## src/rtl/pq_stimgen.sv

```systemverilog
// Stimulus producer for the priority-queue harness: fills the queue with LFSR keys
// ending in an 8'hFF sentinel, then drains it while enabling the ordering checker.
module pq_stimgen #(
  parameter int             DW    = 8,
  parameter int             NKEYS = 16,
  parameter logic [DW-1:0]  SEED  = 8'hA5
) (
  input  logic          clk,
  input  logic          rst,
  input  logic          start,
  input  logic          full,
  input  logic          empty,
  output logic          enq,
  output logic [DW-1:0] kout,
  output logic          deq,
  output logic          chk_enb,
  output logic          busy,
  output logic          done,
  output logic [7:0]    pushed,
  output logic [7:0]    popped
);

  localparam logic [DW-1:0] SEED_EFF = (SEED == '0) ? DW'(1) : SEED;
  localparam logic [DW-1:0] MASK     = DW'(8'hB8);
  localparam logic [DW-1:0] SENTINEL = {DW{1'b1}};
  localparam logic [DW-1:0] KEY_ALT  = SENTINEL - DW'(1);
  localparam logic [7:0]    NK       = 8'(NKEYS);
  localparam logic [7:0]    NK_LAST  = 8'(NKEYS - 1);

  typedef enum logic [1:0] {IDLE, FILL, DRAIN, DONE} state_t;

  state_t        state_reg, state_next;
  logic [DW-1:0] lfsr_reg, lfsr_next;
  logic [DW-1:0] kout_reg, kout_next;
  logic [7:0]    pushed_reg, pushed_next;
  logic [7:0]    popped_reg, popped_next;
  logic          enq_reg, enq_next;
  logic          deq_reg, deq_next;
  logic          chk_reg, chk_next;
  logic          busy_reg, busy_next;
  logic          done_reg, done_next;

  logic          run_start;
  logic          do_push;
  logic          do_pop;
  logic          last_key;
  logic [7:0]    push_base;
  logic [DW-1:0] lfsr_step;
  logic [DW-1:0] key_rand;

  always_ff @(posedge clk or posedge rst) begin
    if (rst) begin
      state_reg  <= IDLE;
      lfsr_reg   <= SEED_EFF;
      kout_reg   <= '0;
      pushed_reg <= '0;
      popped_reg <= '0;
      enq_reg    <= 1'b0;
      deq_reg    <= 1'b0;
      chk_reg    <= 1'b0;
      busy_reg   <= 1'b0;
      done_reg   <= 1'b0;
    end else begin
      state_reg  <= state_next;
      lfsr_reg   <= lfsr_next;
      kout_reg   <= kout_next;
      pushed_reg <= pushed_next;
      popped_reg <= popped_next;
      enq_reg    <= enq_next;
      deq_reg    <= deq_next;
      chk_reg    <= chk_next;
      busy_reg   <= busy_next;
      done_reg   <= done_next;
    end
  end

  always_comb begin
    state_next = state_reg;
    case (state_reg)
      IDLE:    if (start) state_next = FILL;
      FILL:    if (pushed_reg == NK) state_next = DRAIN;
      DRAIN:   if (popped_reg == NK) state_next = DONE;
      DONE:    state_next = IDLE;
      default: state_next = IDLE;
    endcase
  end

  // The start edge doubles as the first fill decision so enq follows start by one cycle.
  always_comb begin
    run_start = (state_reg == IDLE) && start;
    push_base = run_start ? 8'd0 : pushed_reg;
    do_push   = !full && (run_start || ((state_reg == FILL) && (pushed_reg != NK)));
    last_key  = (push_base == NK_LAST);
    do_pop    = (state_reg == DRAIN) && !empty && (popped_reg != NK);
    lfsr_step = (lfsr_reg >> 1) ^ (lfsr_reg[0] ? MASK : '0);
    key_rand  = (lfsr_reg == SENTINEL) ? KEY_ALT : lfsr_reg;

    enq_next    = do_push;
    kout_next   = kout_reg;
    lfsr_next   = lfsr_reg;
    pushed_next = push_base + 8'(do_push);
    if (do_push) begin
      kout_next = last_key ? SENTINEL : key_rand;
      if (!last_key) lfsr_next = lfsr_step;
    end

    popped_next = run_start ? 8'd0 : popped_reg + 8'(do_pop);
    deq_next    = do_pop;
    chk_next    = (state_next == DRAIN) || (state_next == DONE);
    busy_next   = (state_next == FILL) || (state_next == DRAIN);
    done_next   = (state_next == DONE);
  end

  assign enq     = enq_reg;
  assign kout    = kout_reg;
  assign deq     = deq_reg;
  assign chk_enb = chk_reg;
  assign busy    = busy_reg;
  assign done    = done_reg;
  assign pushed  = pushed_reg;
  assign popped  = popped_reg;

endmodule

```

## config.mk

```make
export PLATFORM = sky130hd
export DESIGN_NAME = pq_stimgen
export DESIGN_NICKNAME = d
export VERILOG_FILES = /design/src/rtl/pq_stimgen.sv
export SDC_FILE = /design/constraint.sdc
export NUM_CORES = 1
export LEC_CHECK = 0
export BUFFER_PORTS_ARGS = -buffer_cell sky130_fd_sc_hd__buf_2
export CAP_MARGIN = 20
export CORE_ASPECT_RATIO = 1.75
export CORE_MARGIN = 2
export CORE_UTILIZATION = 45
export CTS_CLUSTER_DIAMETER = 120
export DETAILED_ROUTE_END_ITERATION = 10
export MAX_ROUTING_LAYER = met4
export PLACE_DENSITY = 0.68
export SLEW_MARGIN = 20
export SYNTH_ARGS = -nofsm -noshare
export SYNTH_HDL_FRONTEND = slang
export SYNTH_SLANG_ARGS = --single-unit
```

## constraint.sdc

```tcl
create_clock -name clk -period 2.5 [get_ports clk]
set_clock_uncertainty 0.15 [all_clocks]
set_input_delay 0.5 -clock clk [delete_from_list [all_inputs] [get_ports clk]]
set_output_delay 0.5 -clock clk [all_outputs]
set_load 0.01 [all_outputs]
```

==> flow_metrics.env, run 1 <==
export IMPL_antenna_found_initial=0
export IMPL_rows=29
export IMPL_layout_commonest_cell="dfrtp_1"
export IMPL_start_util_pct=47.14
export IMPL_power_total_mw=1.925
export IMPL_status="finished, violations left"
export IMPL_wl_mm=3.519
export IMPL_synth_seq_cells=38
export IMPL_coreArea_sq_mm=0.003628
export IMPL_first_pass_iters=2
export IMPL_final_layout_size_suffix_gt1_share_pct=39.57
export IMPL_clk_insertion_delay_late_ns=0.29
export IMPL_r2r_slack_ns=-0.02
export IMPL_instances_no_fill=233
export IMPL_synth_compound_area_share_pct=5.633
export IMPL_fmax_mhz=396.8
export IMPL_finalNetCount=196
export IMPL_worstReg2RegStart="pushed[2]$_DFF_PP0_"
export IMPL_cts_max_level=2
export IMPL_tritoncts="done"
export IMPL_hold_violations=0
export IMPL_vias_per_cell=5.279
export IMPL_cts_buffer_depth=2
export IMPL_drt_iter0_drc=33
export IMPL_fin_crit_ns=2.520
export IMPL_avgSynthCellArea_sq_um=12.39
export IMPL_netlist_area_sq_mm=0.001710
export IMPL_ir_drop_mv=0.5122
export IMPL_start_kind="flop"
export IMPL_r2r_end="pushed[6]$_DFF_PP0_"
export IMPL_synth_mux_area_share_pct=6.584
export IMPL_arrival_ns=2.54
export IMPL_die_h_um=85.56
export IMPL_grt_usage_pct=19.19
export IMPL_ys_seq_area_share_pct=55.89
export IMPL_grt_pass1_vias=1284
export IMPL_setup_violations_final=1
export IMPL_grt_overflow_total=0
export IMPL_synth_top_family_by_area="simple AND/OR/NAND/NOR gates"
export IMPL_postRouteAntennaNets=0
export IMPL_p_leak_nw=1.067
export IMPL_wire_per_inst_um=15.10
export IMPL_ys_flop_type="dfrtp_1"
export IMPL_root_buffer="clkbuf_8"
export IMPL_cp_startpoint="pushed[2]$_DFF_PP0_"
export IMPL_die_area_sq_mm=0.004330
export IMPL_grt_pass1_wl_mm=5.989
export IMPL_min_period_over_period_pct=100.8
export IMPL_violations="setup timing"
export IMPL_end_kind="flop"
export IMPL_synth_edf_count=0
export IMPL_numCtsBuffers=5
export IMPL_n_antenna_cell=0
export IMPL_globalplace_congestion=0.8040
export IMPL_netlist_cell_type_count=38
export IMPL_syn_inst=138
export IMPL_slew_viol_final=0
export IMPL_synth_nets=148
export IMPL_power_density_mw_per_mm2=902.3
export IMPL_hold_class="in2async"
export IMPL_place_port_buffers=33
export IMPL_synth_xor_area_share_pct=8.193
export IMPL_ios=34
export IMPL_required_ns=2.52
export IMPL_postCtsSetupBuffers=0
export IMPL_grt_max_degree=39
export IMPL_timing_final_ws_setup_ns=-0.02018
export IMPL_detailroute_via_count=1230
export IMPL_layout_common_cells="dfrtp_1 (34), buf_2 (33), nor2_1 (12), buf_4 (12), xor2_1 (11)"
export IMPL_async_reset_ff_share_pct=100.0
export IMPL_yosysWarnings=0
export IMPL_fin_util_pct=58.79
export IMPL_cts_sinks=38
export IMPL_synthAdderAreaFrac_pct=3.658
export IMPL_rsz0062_at_grt="true"
export IMPL_area_growth_syn_to_layout_pct=24.73
export IMPL_synthSimpleGateAreaFrac_pct=18.43
export IMPL_worst_pin_slew_ns=0.4786
export IMPL_worst_setup_path_type="reg2reg"
export IMPL_dp_cells=225
export IMPL_clk_pin_slew_ns=0.07
export IMPL_die_x_um=50.61
export IMPL_drv_cap=0
export IMPL_dpl_hpwl_mm=2.665
export IMPL_path_max_fanout=3
export IMPL_finalSetupTns_ns=-0.02018
export IMPL_reg2regPathDepth=8
export IMPL_max_slew_margin_pct=67.90
export IMPL_drc=0
export IMPL_dp_slack_ns=-0.08263
==> kinds of logic after synthesis <==
logic type	Yosys count
multiplexers	8
AND/OR/NAND/NOR	54
flip-flops	38
adder cells (fa/ha/maj)	5
XOR/XNOR	16
AO/OA/AOI/OAI	12
buffers and inverters	5
==> through the flow <==
stage / cell area, sq um / hold WS, ns
after floorplan: 1758 / 0.3544
after global placement: 2041 / 0.3369
after detailed placement: 2041 / 0.3419
after CTS: 2133 / 0.1764
after global routing: 2133 / 0.2055
final: 2133 / 0.1571
==> how the worst max path moves through the flow <==
stage	to	slack (ns)	cells after the start
6_report	pushed[6]$_DFF_PP0_	-0.02	8
5_1_grt	pushed[6]$_DFF_PP0_	-0.11	8
4_1_cts	pushed[6]$_DFF_PP0_	-0.03	8
3_5_place_dp	pushed[5]$_DFF_PP0_	-0.08	8
3_3_place_gp	pushed[5]$_DFF_PP0_	-0.06	8
2_1_floorplan	pushed[6]$_DFF_PP0_	-0.24	9
==> synth_stat cells, drive strengths merged, types with 3 or more instances <==
cell type / instances / area share [%]
o22a: 7 / 3.6
buf: 3 / 1.2
mux2: 8 / 6.6
dfrtp: 34 / 50
nand3: 6 / 2.0
nor2: 12 / 2.6
dfstp: 4 / 6.1
ha: 5 / 3.7
nand4: 4 / 1.5
nor4b: 3 / 1.5
xnor2: 5 / 2.6
and2: 4 / 1.6
nand2: 9 / 2.0
xor2: 11 / 5.6
==> power breakdown <==
part / internal (mW) / leakage [nW] / switching [mW]
clock network: 0.198 / 0.0395 / 0.194
registers: 0.741 / 0.481 / 0.0775
logic: 0.348 / 0.546 / 0.366
==> final cells by class <==
class	instances	area [sq um]
clock buffers	8	80.08
fillers	317	1495
inverters	1	3.754
multi-input cells	95	780.7
flip-flops and latches	38	955.9
well taps	46	57.56
repair buffers	45	255.2
==> critical path, cell delays in order (launching register included) <==
cell	delay (ns)
dfrtp_1	0.38
or4b_4	0.54
or4_4	0.50
and2_4	0.19
ha_4	0.17
ha_4	0.16
nor4b_4	0.13
xnor2_1	0.14
nor2_1	0.06
==> what timing repair did <==
item                       4_1_cts  5_1_grt
setup endpoints to repair        2        2
pin swaps                        4        4
gates resized for setup          3        0
hold buffers                     0        0
==> per-layer routing <==
| metal | track usage, % | up-vias | wire [um] |
|---|---|---|---|
| li1 | - | 586 | - |
| met1 | 19.72 | 610 | 1337 |
| met2 | 33.97 | 28 | 1977 |
| met3 | 4.530 | 6 | 143 |
| met4 | 8.354 | 0 | 61 |
| met5 | - | - | 0 |
Note: power is estimated with default switching activity, not from simulation.
==> run 2: changes to the inputs <==
Settings changed: CORE_ASPECT_RATIO 1.75 to 1.4, CORE_UTILIZATION 45 to 48, PLACE_DENSITY 0.68 to 0.72.
==> run 2 against run 1 <==
- cell area up 0.65%
- combinational power grew 5.2%
- the run still ends with setup timing left
- via count increased by 1.2%
- fmax shrank 0.46%
- die area fell by 6.1%
- sequential power hardly changed
- first-iteration DRC count is 15% lower
- routed wire length is 1.5% higher
- sequential cell count is the same
- largest power group unchanged
==> flow_metrics.env, run 2 (synthesis results as in run 1) <==
export IMPL_ir_drop_mv=0.5808
export IMPL_pwr_share_seq_pct=41.6
export IMPL_timing_final_ws_setup_ns=-0.03181
export IMPL_numCtsBuffers=5
export IMPL_p_switching_uw=673.2
export IMPL_dp_slack_ns=-0.1283
export IMPL_grt_overflow_total=0
export IMPL_rows=25
export IMPL_n_antenna_cell=0
export IMPL_vias_per_cell=5.437
export IMPL_cts_max_level=2
export IMPL_coreArea_sq_mm=0.003410
export IMPL_post_dp_cell_area_sq_mm=0.002041
export IMPL_rsz0062_at_grt="true"
export IMPL_area_growth_syn_to_layout_pct=25.53
export IMPL_die_x_um=54.45
export IMPL_first_pass_iters=4
export IMPL_layout_common_cells="dfrtp_1 (34), buf_2 (33), buf_4 (13), nor2_1 (12), xor2_1 (11)"
export IMPL_path_max_fanout=3
export IMPL_p_leak_nw=1.083
export IMPL_antenna_found_initial=0
export IMPL_tritoncts="done"
export IMPL_clk_pin_slew_ns=0.08
export IMPL_fin_crit_ns=2.532
export IMPL_crit_slowest_cell="or4b_4"
export IMPL_internal_power_mw=1.303
export IMPL_pwr_share_clk_pct=20.4
export IMPL_ios=34
export IMPL_hold_class="in2async"
export IMPL_start_util_pct=50.17
export IMPL_globalplace_congestion=0.8705
export IMPL_setup_violations_final=1
export IMPL_design_area_sq_mm=0.002147
export IMPL_cts_sinks=38
export IMPL_p_sw_share_pct=34.07
export IMPL_path_delay_family="simple AND/OR/NAND/NOR gates"
export IMPL_dpl_hpwl_mm=2.602
export IMPL_status="finished, violations left"
export IMPL_layout_commonest_cell="dfrtp_1"
export IMPL_max_stage_delay_ns=0.54
export IMPL_power_density_mw_per_mm2=920.3
export IMPL_postRouteAntennaNets=0
export IMPL_power_frac_comb_pct=38.0
export IMPL_grt_max_degree=39
export IMPL_min_period_over_period_pct=101.3
export IMPL_die_area_sq_mm=0.004064
export IMPL_root_buffer="clkbuf_8"
export IMPL_worst_pin_slew_ns=0.4782
export IMPL_drv_cap=0
export IMPL_grt_usage_pct=21.23
export IMPL_finalNetCount=198
export IMPL_grt_pass1_wl_mm=5.920
export IMPL_max_slew_margin_pct=68.12
export IMPL_drt_iter0_drc=28
export IMPL_detailroute_via_count=1245
export IMPL_wire_per_inst_um=15.59
export IMPL_drc=0
export IMPL_fmax_mhz=395.0
export IMPL_required_ns=2.55
export IMPL_worst_setup_path_type="reg2reg"
export IMPL_final_layout_size_suffix_gt1_share_pct=41.27
export IMPL_wl_mm=3.571
export IMPL_clk_insertion_delay_late_ns=0.29
export IMPL_arrival_ns=2.58
export IMPL_hold_violations=0
export IMPL_end_kind="flop"
export IMPL_slew_viol_final=0
export IMPL_cts_buffer_depth=2
export IMPL_power_total_mw=1.976
export IMPL_grt_pass1_vias=1340
export IMPL_violations="setup timing"
export IMPL_worstPathCellList="or4b_4 -> or4_4 -> and2_4 -> ha_4 -> ha_4 -> buf_6 -> nand4_1 -> xor2_1"
export IMPL_finalSetupTns_ns=-0.03181
export IMPL_start_kind="flop"
export IMPL_place_port_buffers=33
export IMPL_die_h_um=74.63
export IMPL_worst_path_most_repeated_cell="ha_4"
export IMPL_worst_path_buf_inv=1
run 2: changes by cell type in the layout (fill, tap and decap cells not counted), sizes merged:
cell	before	now
clkbuf	8	6
buf	45	47
clkinv	0	2
run 2: worst register-to-register path, stage by stage (launching register included):
cell	delay, ns
dfrtp_1	0.38
or4b_4	0.54
or4_4	0.49
and2_4	0.19
ha_4	0.17
ha_4	0.16
buf_6	0.11
nand4_1	0.07
xor2_1	0.19
run 2: per-layer routing:
metal	GRT usage (%)	wire [um]	vias up
li1	-	-	590
met1	23.74	1458	612
met2	34.54	1867	35
met3	5.159	166	8
met4	10.83	80	0
met5	-	0	-
run 2: through the flow:
step | cells | hold WS [ns] | util, %
after floorplan | 138 | 0.3544 | -
after global placement | 220 | 0.3358 | 59.85
after CTS | 228 | 0.1578 | 62.61
after detailed placement | 220 | 0.3417 | 59.85
after global routing | 229 | 0.1986 | 62.97
final | 229 | 0.1522 | 62.97
run 2: worst paths after layout:
kind	from	end	slack (ns)	cells past startpoint
min	rst	kout[7]$_DFFE_PP0N_	0.15	3
max in group asynchronous	rst	lfsr_reg[2]$_DFFE_PP1P_	1.68	3
max reg2reg	pushed[1]$_DFF_PP0_	pushed[4]$_DFF_PP0_	-0.03	8
max	pushed[1]$_DFF_PP0_	pushed[4]$_DFF_PP0_	-0.03	8
min reg2reg	kout[4]$_DFFE_PP0N_	kout[4]$_DFFE_PP0N_	0.35	1
min in group clk	empty	deq$_DFF_PP0_	0.27	2
run 2: cell type report:
cell class	count	area (sq um)
timing repair buffer	47	274.0
multi-input combinational	95	780.7
tap	40	50.05
clock inverter	2	10.01
fill	272	1262
clock buffer	6	72.57
sequential	38	955.9
inverter	1	3.754
run 2: timing repair:
action | 4_1_cts | 5_1_grt
hold buffers | 0 | 0
setup endpoints to repair | 4 | 3
gates resized for setup | 3 | 1
hold endpoints to repair | 0 | 0
buffers inserted | 0 | 1
pin swaps | 8 | 0
run 2: power by group through the flow:
stage	Combinational, mW	Sequential (mW)	Clock [mW]
after floorplan	0.350	0.907	0
after global placement	0.705	0.820	0
after detailed placement	0.729	0.830	0
after CTS	0.744	0.821	0.419
after global routing	0.815	0.842	0.445
final	0.751	0.822	0.403
==> run 3: changes to the inputs <==
Settings changed: RECOVER_POWER set to 50.
==> run 3 against run 2 <==
- the flow still finishes with violations (setup timing)
- sequential share of layout area grew 0.39 points
- clock-buffer cell count is the same
- total power shrank 0.77%
- combinational power fell by 2%
- clock power hardly changed
- via count about the same
- first-iteration DRC count is 25% higher
- non-clock buffer count stayed put
- sequential cell count is the same
- setup slack barely moved
- hold slack improved by 0.11 ns
- cell count unchanged
- highest routed layer unchanged
==> flow_metrics.env, run 3 (synthesis results as in run 1) <==
export IMPL_end_kind="flop"
export IMPL_r2r_slack_ns=-0.03
export IMPL_clk_insertion_delay_late_ns=0.29
export IMPL_grt_pass1_vias=1340
export IMPL_reg2regPathDepth=8
export IMPL_tritoncts="done"
export IMPL_arrival_ns=2.58
export IMPL_wl_mm=3.585
export IMPL_instances_no_fill=229
export IMPL_drc=0
export IMPL_layout_commonest_cell="dfrtp_1"
export IMPL_worst_pin_slew_ns=0.9388
export IMPL_holdPathStages=2
export IMPL_cts_buffer_depth=2
export IMPL_ios=34
export IMPL_n_antenna_cell=0
export IMPL_finalNetCount=198
export IMPL_die_x_um=54.45
export IMPL_min_period_over_period_pct=101.3
export IMPL_start_kind="flop"
export IMPL_root_buffer="clkbuf_8"
export IMPL_worst_setup_path_type="reg2reg"
export IMPL_dp_cells=220
export IMPL_setup_violations_final=1
export IMPL_r2r_end="pushed[4]$_DFF_PP0_"
export IMPL_cts_max_level=2
export IMPL_p_leak_nw=1.039
export IMPL_worstPathCellList="or4b_4 -> or4_4 -> and2_4 -> ha_4 -> ha_4 -> buf_6 -> nand4_1 -> xor2_1"
export IMPL_cts_sinks=38
export IMPL_violations="setup timing"
export IMPL_worstReg2RegStart="pushed[1]$_DFF_PP0_"
export IMPL_max_stage_delay_ns=0.54
export IMPL_ir_drop_mv=0.5784
export IMPL_seqCellArea_sq_um=955.9
export IMPL_detailroute_via_count=1244
export IMPL_power_total_mw=1.961
export IMPL_grt_overflow_total=0
export IMPL_fin_crit_ns=2.532
export IMPL_start_util_pct=50.17
export IMPL_numCtsBuffers=5
export IMPL_multiInputGateArea_sq_um=780.7
export IMPL_power_density_mw_per_mm2=921.3
export IMPL_hold_violations=0
export IMPL_die_area_sq_mm=0.004064
export IMPL_coreArea_sq_mm=0.003410
export IMPL_min_from="empty"
export IMPL_max_slew_margin_pct=37.41
export IMPL_rows=25
export IMPL_grt_pass1_wl_mm=5.920
export IMPL_crit_slowest_cell="or4b_4"
export IMPL_drv_cap=0
export IMPL_worst_path_most_repeated_cell="ha_4"
export IMPL_area_growth_syn_to_layout_pct=24.43
export IMPL_first_pass_iters=4
export IMPL_rsz0062_at_grt="true"
export IMPL_drt_iter0_drc=35
export IMPL_timing_final_ws_setup_ns=-0.03164
export IMPL_cp_startpoint="pushed[1]$_DFF_PP0_"
export IMPL_clk_pin_slew_ns=0.06
export IMPL_grt_max_degree=39
export IMPL_antenna_found_initial=0
export IMPL_dpl_hpwl_mm=2.602
export IMPL_globalplace_congestion=0.8705
export IMPL_wire_per_inst_um=15.66
export IMPL_postRouteAntennaNets=0
export IMPL_grt_usage_pct=21.23
export IMPL_final_layout_size_suffix_gt1_share_pct=34.39
export IMPL_fin_util_pct=62.42
export IMPL_fmax_mhz=395.0
export IMPL_layout_common_cells="dfrtp_1 (34), buf_2 (20), clkbuf_1 (14), nor2_1 (12), buf_4 (12)"
export IMPL_path_max_fanout=3
export IMPL_fillers=281
export IMPL_slew_viol_final=0
export IMPL_required_ns=2.55
export IMPL_status="finished, violations left"
export IMPL_hold_path_endpoint="deq$_DFF_PP0_"
export IMPL_die_h_um=74.63
export IMPL_vias_per_cell=5.432
export IMPL_hold_class="in2reg"
export IMPL_place_port_buffers=33
-- run 3: changes by cell type in the layout (fill, tap and decap cells not counted), sizes merged --
cell / before / now
buf: 47 / 33
clkbuf: 6 / 20
-- run 3: per-layer routing --
| metal | global-route usage, % | wire, um | share of wire [%] |
|---|---|---|---|
| met5 | - | 0 | 0 |
| met4 | 10.83 | 80 | 2.2 |
| met3 | 5.159 | 176 | 4.9 |
| met2 | 34.54 | 1861 | 52 |
| met1 | 23.74 | 1467 | 41 |
-- run 3: area by class of cell --
class                           instances  area share, %
Sequential cell                        38          44.91
Multi-Input combinational cell         95          36.68
Timing Repair Buffer                   47          11.99
Clock buffer                            6          3.410
Tap cell                               40          2.352
Clock inverter                          2         0.4703
Inverter                                1         0.1764
-- run 3: power breakdown --
| group | switching (mW) | internal, mW | leakage, nW |
|---|---|---|---|
| Clock | 0.209 | 0.193 | 0.0450 |
| Combinational | 0.384 | 0.350 | 0.513 |
| Sequential | 0.0827 | 0.741 | 0.481 |
| Total | 0.676 | 1.28 | 1.04 |
-- run 3: what timing repair did --
action / CTS / global route
gates resized for setup: 3 / 1
pin swaps: 8 / 0
endpoints found under the setup margin: 4 / 3
buffers inserted: 0 / 1
hold buffers: 0 / 0
-- run 3: worst max path at each step --
stage	end	slack, ns	cells past startpoint
3_5_place_dp	pushed[5]$_DFF_PP0_	-0.13	8
3_3_place_gp	pushed[5]$_DFF_PP0_	-0.04	8
6_report	pushed[4]$_DFF_PP0_	-0.03	8
2_1_floorplan	pushed[6]$_DFF_PP0_	-0.24	9
5_1_grt	pushed[4]$_DFF_PP0_	-0.08	8
4_1_cts	pushed[4]$_DFF_PP0_	-0.02	8
-- run 3: critical path, delay by kind of cell, from the launching register on --
kind                       cells  cell delay (ns)
and+or+nand+nor                4             1.29
xor gates and xnor gates       1             0.19
DFF                            1             0.38
buffers and inverters          1             0.11
adders and majority gates      2             0.33
-- run 3: through the flow --
step	setup TNS (ns)	setup WS, ns	cell area, sq um	hold WS, ns
4_1_cts	-0.03881	-0.02378	2135	0.1578
3_3_place_gp	-0.04701	-0.03974	2041	0.3358
5_1_grt	-0.2301	-0.08041	2128	0.2729
6_report	-0.03164	-0.03164	2128	0.2667
2_1_floorplan	-0.7466	-0.2400	1758	0.3544
3_5_place_dp	-0.2859	-0.1283	2041	0.3417
